==> config.mk <==
export PLATFORM = sky130hd
export DESIGN_NAME = lsu
export DESIGN_NICKNAME = d
export VERILOG_FILES = /design/src/rtl/lsu_pkg.sv /design/src/rtl/lsu_align.sv /design/src/rtl/lsu.sv
export SDC_FILE = /design/constraint.sdc
export NUM_CORES = 1
export LEC_CHECK = 0
export CORE_MARGIN = 4
export CORE_UTILIZATION = 35
export DETAILED_ROUTE_END_ITERATION = 8
export GPL_TIMING_DRIVEN = 1
export PLACE_DENSITY = 0.67
export SYNTH_ARGS = -nofsm -noshare
export SYNTH_HDL_FRONTEND = slang
export SYNTH_SLANG_ARGS = --single-unit
==> constraint.sdc <==
create_clock -name clk -period 3.9 [get_ports clk]
set_input_delay 0.585 -clock clk [delete_from_list [all_inputs] [get_ports clk]]
set_output_delay 0.585 -clock clk [all_outputs]
set_load 0.005 [all_outputs]
==> src/rtl/lsu_pkg.sv <==
// lsu_pkg: funct3 encodings, FSM state type and wait-counter sizing shared by the load/store unit.
package lsu_pkg;
  localparam logic [2:0] F_B  = 3'b000;
  localparam logic [2:0] F_H  = 3'b001;
  localparam logic [2:0] F_W  = 3'b010;
  localparam logic [2:0] F_BU = 3'b100;
  localparam logic [2:0] F_HU = 3'b101;
  typedef enum logic [1:0] {IDLE, ACCESS, DONE} state_t;
  // The counter only has to hold 0..max_wait-1, so at least one bit.
  function automatic int cnt_width(input int max_wait);
    return max_wait < 2 ? 1 : $clog2(max_wait);
  endfunction
endpackage

==> src/rtl/lsu_align.sv <==
// lsu_align: store lane steering / byte enables and load lane extraction / extension.
//   st_func, st_off, wdata -> be, st_data   (store side, fed from the live request)
//   ld_func, ld_off, rword -> ld_data       (load side, fed from the latched request)
module lsu_align
  import lsu_pkg::*;
(
  input  logic [2:0]  st_func,
  input  logic [1:0]  st_off,
  input  logic [31:0] wdata,
  output logic [3:0]  be,
  output logic [31:0] st_data,
  input  logic [2:0]  ld_func,
  input  logic [1:0]  ld_off,
  input  logic [31:0] rword,
  output logic [31:0] ld_data
);
  logic [31:0] lane;
  assign lane = rword >> {ld_off, 3'b000};
  always_comb begin
    be      = st_func[1:0] == 2'b00 ? 4'b0001 << st_off
            : st_func[1:0] == 2'b01 ? (st_off[1] ? 4'b1100 : 4'b0011)
            : 4'b1111;
    st_data = st_func[1:0] == 2'b00 ? {4{wdata[7:0]}}
            : st_func[1:0] == 2'b01 ? {2{wdata[15:0]}}
            : wdata;
    ld_data = ld_func == F_B  ? {{24{lane[7]}}, lane[7:0]}
            : ld_func == F_H  ? {{16{lane[15]}}, lane[15:0]}
            : ld_func == F_BU ? {24'b0, lane[7:0]}
            : ld_func == F_HU ? {16'b0, lane[15:0]}
            : lane;
  end
endmodule

==> src/rtl/lsu.sv <==
// lsu: single-outstanding load/store unit between core and a variable-latency word memory.
//   core side : mem_read, mem_write, func, addr, wdata -> rdata, stall, fault
//   memory    : dm_req, dm_we, dm_addr, dm_be, dm_wdata -> dm_rdata, dm_ack
//   reset is asynchronous and active-low.
module lsu
  import lsu_pkg::*;
#(
  parameter int DM_ADDR_W = 8,
  parameter int MAX_WAIT  = 15
) (
  input  logic                 clk,
  input  logic                 reset,
  input  logic                 mem_read,
  input  logic                 mem_write,
  input  logic [2:0]           func,
  input  logic [31:0]          addr,
  input  logic [31:0]          wdata,
  output logic [31:0]          rdata,
  output logic                 stall,
  output logic                 fault,
  output logic                 dm_req,
  output logic                 dm_we,
  output logic [DM_ADDR_W-1:0] dm_addr,
  output logic [3:0]           dm_be,
  output logic [31:0]          dm_wdata,
  input  logic [31:0]          dm_rdata,
  input  logic                 dm_ack
);
  localparam int CW = cnt_width(MAX_WAIT);
  state_t        state;
  logic [CW-1:0] cnt;
  logic [2:0]    func_q;
  logic [1:0]    off_q;
  logic          to_q;
  logic [3:0]    st_be;
  logic [31:0]   st_data, ld_data;
  logic          func_ok, aligned, legal, bad, idle, acc, done, ack, tmo;
  logic          unused;
  assign unused = ^addr[31:DM_ADDR_W+2];
  lsu_align u_align (
    .st_func(func),   .st_off(addr[1:0]), .wdata(wdata),    .be(st_be), .st_data(st_data),
    .ld_func(func_q), .ld_off(off_q),     .rword(dm_rdata), .ld_data(ld_data)
  );
  assign func_ok = func inside {F_B, F_H, F_W} || (mem_read && func inside {F_BU, F_HU});
  assign aligned = func[1:0] == 2'b01 ? !addr[0] : func[1:0] == 2'b10 ? addr[1:0] == 2'b00 : 1'b1;
  assign legal   = (mem_read ^ mem_write) && func_ok && aligned;
  assign bad     = (mem_read || mem_write) && !legal;
  assign idle    = state == IDLE;
  assign acc     = state == ACCESS;
  assign done    = state == DONE;
  assign ack     = acc && dm_ack;
  assign tmo     = acc && !dm_ack && cnt == CW'(MAX_WAIT - 1);
  // Gated by reset so both drop the instant reset asserts, even with a request held.
  assign stall   = reset && ((idle && legal) || acc);
  assign fault   = reset && ((idle && bad) || (done && to_q));
  always_ff @(posedge clk or negedge reset) begin
    if (!reset) begin
      state    <= IDLE;
      cnt      <= '0;
      func_q   <= '0;
      off_q    <= '0;
      to_q     <= 1'b0;
      rdata    <= '0;
      dm_req   <= 1'b0;
      dm_we    <= 1'b0;
      dm_addr  <= '0;
      dm_be    <= '0;
      dm_wdata <= '0;
    end else if (idle && legal) begin
      state    <= ACCESS;
      cnt      <= '0;
      func_q   <= func;
      off_q    <= addr[1:0];
      to_q     <= 1'b0;
      dm_req   <= 1'b1;
      dm_we    <= mem_write;
      dm_addr  <= addr[DM_ADDR_W+1:2];
      dm_be    <= mem_write ? st_be : 4'b0000;
      dm_wdata <= st_data;
    end else if (ack || tmo) begin
      state  <= DONE;
      dm_req <= 1'b0;
      to_q   <= tmo;
      if (!dm_we) rdata <= ack ? ld_data : '0;
    end else if (acc) begin
      cnt <= cnt + 1'b1;
    end else if (done) begin
      state <= IDLE;
    end
  end
endmodule

# After elaboration in Yosys (flattened, before gate mapping)
# Cells that the tools add are included.
# word_totals
register_bits	90
latch_bits	0
ramBits	0
romBits	0
wordCells	88
n_memories	0
# classes
n_addsub	1
mul	0
n_div	0
magnitude_cmp	0
n_eq_ne	14
shifts	2
n_mux	24
n_bitwise	3
n_reduce_logical	33
# ops
op	count
$mux 32	7
$shr 32x5->32	1
$mux 4	7
$eq 3x3->1 const B	4
$logic_and 1x1->1	12
$mux 2	4
$eq 3x1->1 const B	2
$logic_not 2->1	3
$logic_not 3->1	2
$mux 1	6
$reduce_bool 2->1	3
$reduce_bool 3->1	2
$logic_or 1x1->1	5
$add 4x1->4 const B	1
$eq 2x1->1 const B	2
$eq 2x2->1 const B	2
$eq 4x4->1 const B	1
$reduce_and 2->1	2
$shl 1x2->4 const A	1
$eq 3x2->1 const B	1
$logic_not 1->1	3
$ne 3x1->1 const B	1
$reduce_and 3->1	1
$ne 2x2->1 const B	1
2 further kinds	3

# Depth between registers and ports, before layout
# depth
ltp_word	11
ltp_mapped	8
depth_no_buf	6

# Cells and area by module
# From an unflattened synthesis, not the netlist that was laid out.
# unflattened
cells_unflattened	420
hier_area_um2	4928.5
# by_module_without_submodules
module	instances	cells_per_inst	area_per_inst_um2
lsu	1	242	3713.6
lsu_align	1	178	1214.9

# Worst setup path after synthesis
# OpenSTA, ideal clock, no wires.
# synth_timing
path_kind	input -> output
start	input func[0]
end	output stall
arrival_time_ns	1.891
t_required_ns	3.315
slack_ns	1.424
cell_stages	8
n_path_buf	4
path_cell_list	buf_6 > nor3_1 > o221ai_1 > or3_1 > clkbuf_1 > buf_6 > buf_6 > a21boi_0
# synth_via
elab_chain_cells	9
elab_cells_between_ends	18
# synth_lines
element	line	source
from (decl)	lsu.sv:15	input logic [2:0] func,
$eq 3x3->1	lsu.sv:44	assign func_ok = func inside {F_B, F_H, F_W} || (mem_read && func inside {F_BU, F_HU});
$reduce_bool 2->1	lsu.sv:44	
$logic_and 1x1->1	lsu.sv:44	
$logic_or 1x1->1	lsu.sv:44	
$logic_and 1x1->1	lsu.sv:46	assign legal = (mem_read ^ mem_write) && func_ok && aligned;
$logic_and 1x1->1 (*)	lsu.sv:46	
$logic_and 1x1->1 (*)	lsu.sv:54	assign stall = reset && ((idle && legal) || acc);
$logic_or 1x1->1 (*)	lsu.sv:54	
$logic_and 1x1->1 (*)	lsu.sv:54	
to (decl)	lsu.sv:19	output logic stall,
# Mark *: on every way between the ends. The rest lies on a longest branch, timed or not.

# Final worst setup path
# layout_timing
start	input mem_write
end	output stall
# layout_via
elab_chain_cells	6
# layout_lines
element	line	source
from (decl)	lsu.sv:14	input logic mem_write,
$xor 1x1->1	lsu.sv:46	
$logic_and 1x1->1 (2 in a row)	lsu.sv:46	
$logic_and 1x1->1	lsu.sv:54	
$logic_or 1x1->1	lsu.sv:54	
$logic_and 1x1->1	lsu.sv:54	
# No other way between the ends.

==> impl_metrics.env <==
export IMPL_async_reset_ff_frac=1.00
export IMPL_pre_cts_ws_ns=0.532
export IMPL_worst_path_dominant_cell_family="buffers and inverters"
export IMPL_ir_worst_vdd_mv=0.317
export IMPL_antenna_found_initial=1
export IMPL_wirelength_mm=13.5
export IMPL_io_pins=184
export IMPL_slew_limit_headroom=0.408
export IMPL_gp_congestion=0.844
export IMPL_cp_num_buf_inv=3
export IMPL_dieArea_sq_mm=0.0152
export IMPL_cts_resized_gates=0
export IMPL_clock_skew_ns=0.00635
export IMPL_layout_cells_most_common="clkdlybuf4s50_1"
export IMPL_crit_top_cell="clkdlybuf4s50_1"
export IMPL_die_w_microns=123
export IMPL_path_clk_slew_ns=0.06
export IMPL_multi_input_area_sq_mm=0.00222
export IMPL_tritoncts="built"
export IMPL_grt_max_degree=67
export IMPL_postCtsSetupRepairBufs=0
export IMPL_arrival_ns=2.75
export IMPL_clk_latency_ns=0.34
export IMPL_r2r_start="state[1]$_DFFE_PN0P_"
export IMPL_ff2ff_path_depth=4
export IMPL_vias_per_cell=5.13
export IMPL_area_delta_synth_final_pct=43.5
export IMPL_clockBufferDepth=2
export IMPL_seq_power_share=0.360
export IMPL_vias=3787
export IMPL_ant_nets=0
export IMPL_fin_crit_ns=3.33
export IMPL_synth_ff_type="dfrtp_1"
export IMPL_slew_viol_final=0
export IMPL_syn_avg_cell_area_sq_um=11.3
export IMPL_crit_path_start="mem_write"
export IMPL_io_buffers=161
export IMPL_cp_start_kind="primary input"
export IMPL_grt_overflow_total=0
export IMPL_crit_path_cell_trace="clkdlybuf4s50_1 -> inv_1 -> ha_1 -> o221ai_1 -> or3_2 -> a21boi_0 -> clkdlybuf4s50_1"
export IMPL_power_switching_uw=1360
export IMPL_reg2reg_slack_ns=1.70
export IMPL_r2r_end="rdata[18]$_DFFE_PN0P_"
export IMPL_synth_warnings=0
export IMPL_clkPwrFrac=0.200
export IMPL_power_density_mw_per_mm2=650
export IMPL_ys_seq_elements=90
export IMPL_holdBufCountCts=0
export IMPL_nets=669
export IMPL_finalHoldViolations=0
export IMPL_run_status="finished clean"
export IMPL_fillers=1195
export IMPL_rsz0062_at_grt="no"
export IMPL_cp_end_kind="output port"
export IMPL_htreeDepth=3
export IMPL_synth_edff_count=0
export IMPL_finalSetupViolCount=0
export IMPL_cellInternalPower_uw=2970
export IMPL_cp_slowest_cell="clkdlybuf4s50_1"
export IMPL_rows=41
export IMPL_wl_per_cell_microns=18.3
export IMPL_syn_area_sq_mm=0.00464
export IMPL_drt_first_pass_iters=4
export IMPL_regArea_sq_mm=0.00225
export IMPL_grt_pass1_vias=4091
export IMPL_tns_ns=0
export IMPL_cts_sinks=90
export IMPL_cp_depth=7
export IMPL_cpPeakStageDelay_ns=0.53
export IMPL_fin_crit_sh=0.854
export IMPL_hold_class="primary input to async pin"
export IMPL_cts_buffers=9
export IMPL_cts_root_buf="clkbuf_16"
export IMPL_grt_pass1_wl_mm=21.8
export IMPL_synth_nets=519
export IMPL_drt_iter0_drc=289
export IMPL_critical_path_class="primary input to output port"
export IMPL_max_freq_ghz=0.300
export IMPL_hpwlAfterDp_mm=9.96
export IMPL_start_util=0.362
export IMPL_die_h_microns=123
export IMPL_setup_ws_ns=0.570
export IMPL_cp_required_ns=3.31
export IMPL_coreArea_sq_mm=0.0128
export IMPL_swShare=0.314
export IMPL_final_cell_mix="clkdlybuf4s50_1 (160), dfrtp_1 (90), mux2_2 (63)"
export IMPL_tightest_slew_ns=0.888
export IMPL_grt_total_usage=0.185
export IMPL_endpoint="stall"
export IMPL_p_leak_uw=0.00283
export IMPL_synth_seq_area_share=0.485
export IMPL_antenna_diode_count=0
export IMPL_cp_max_fo=4
export IMPL_drive_gt1_frac=0.178
export IMPL_route_detailed_drc=0
export IMPL_maxCapViolCount=0
export IMPL_pwr_share_comb=0.441
export IMPL_synth_cells=412
export IMPL_synth_cell_type_count=40
worst min-delay path by stage:
stage,to,slack [ns],cells past startpoint
2_1_floorplan,cnt[0]$_DFFE_PN0P_,0.29,0
3_3_place_gp,rdata[31]$_DFFE_PN0P_,0.47,2
3_5_place_dp,rdata[2]$_DFFE_PN0P_,0.47,2
4_1_cts,dm_be[0]$_DFFE_PN0P_,0.15,1
5_1_grt,state[0]$_DFFE_PN0P_,0.16,1
6_report,state[0]$_DFFE_PN0P_,0.14,1
kinds of logic (layout without fill, tap and decap cells):
group	count (synthesis)	in the layout	synth area share
buffers and inverters	35	189	0.0364
muxes	99	99	0.245
DFF	90	90	0.485
and+or+nand+nor	83	83	0.0841
AOI/OAI and AO/OA	100	100	0.138
xor gates and xnor gates	2	2	0.00377
adders and majority gates	3	3	0.00808
layout make-up:
type / count / share of cell area
Multi-Input combinational cell: 287 / 0.334
Clock buffer: 12 / 0.0370
Tap cell: 172 / 0.0323
Sequential cell: 90 / 0.338
Timing Repair Buffer: 168 / 0.249
Inverter: 6 / 0.00338
Clock inverter: 3 / 0.00601
power by group through the flow:
stage	Combinational [uW]	Clock, uW	Sequential [uW]
floorplan	882	0	1550
global placement	1900	0	1550
detailed placement	1920	0	1570
CTS	1930	889	1560
global route	2090	924	1610
finish	1910	865	1560
stage by stage:
stage	hold WS, ns	total power (uW)	area (sq um)	cells	utilization
after global placement	0.466	3450	6370	723	0.497
after detailed placement	0.466	3490	6370	723	0.497
final	0.145	4330	6660	738	0.519
after global routing	0.158	4620	6660	738	0.519
after floorplan	0.289	2440	4640	412	-
after CTS	0.148	4380	6660	738	0.519
worst register-to-register path: cells and delay by family, from the launching register on:
kind             cells  cell delay [ns]
flip-flops           1             0.44
AND/OR/NAND/NOR      2             1.05
AO/OA/AOI/OAI        2             0.63
registers in the layout (all words and copies together), names as in the netlist:
signal / flops
dm_wdata: 32
rdata: 32
dm_addr: 8
cnt: 4
dm_be: 4
func_q: 3
off_q: 2
state: 2
dm_req: 1
dm_we: 1
to_q: 1
synth_stat cells, types with 4 or more instances:
library cell	count	area share
o31ai_1	7	0.011
buf_2	6	0.0065
o21ai_0	39	0.042
dfrtp_1	90	0.49
nor2b_1	5	0.0067
nand2b_1	4	0.0054
nand3b_1	8	0.013
clkbuf_1	16	0.013
o21a_1	7	0.011
nor2_1	14	0.011
nand2_1	39	0.032
a22o_1	7	0.013
a31oi_1	9	0.012
mux2_4	11	0.036
mux2_2	63	0.15
buf_6	4	0.0097
inv_1	6	0.0049
mux2i_1	24	0.052
a21oi_1	19	0.020
metal layers:
layer / global-route usage / share of wire
met3: 0.0846 / 0.13
met5: 0 / 0.00052
met2: 0.292 / 0.44
met4: 0.0581 / 0.015
met1: 0.227 / 0.41
Power figures use the tool's default switching activity.
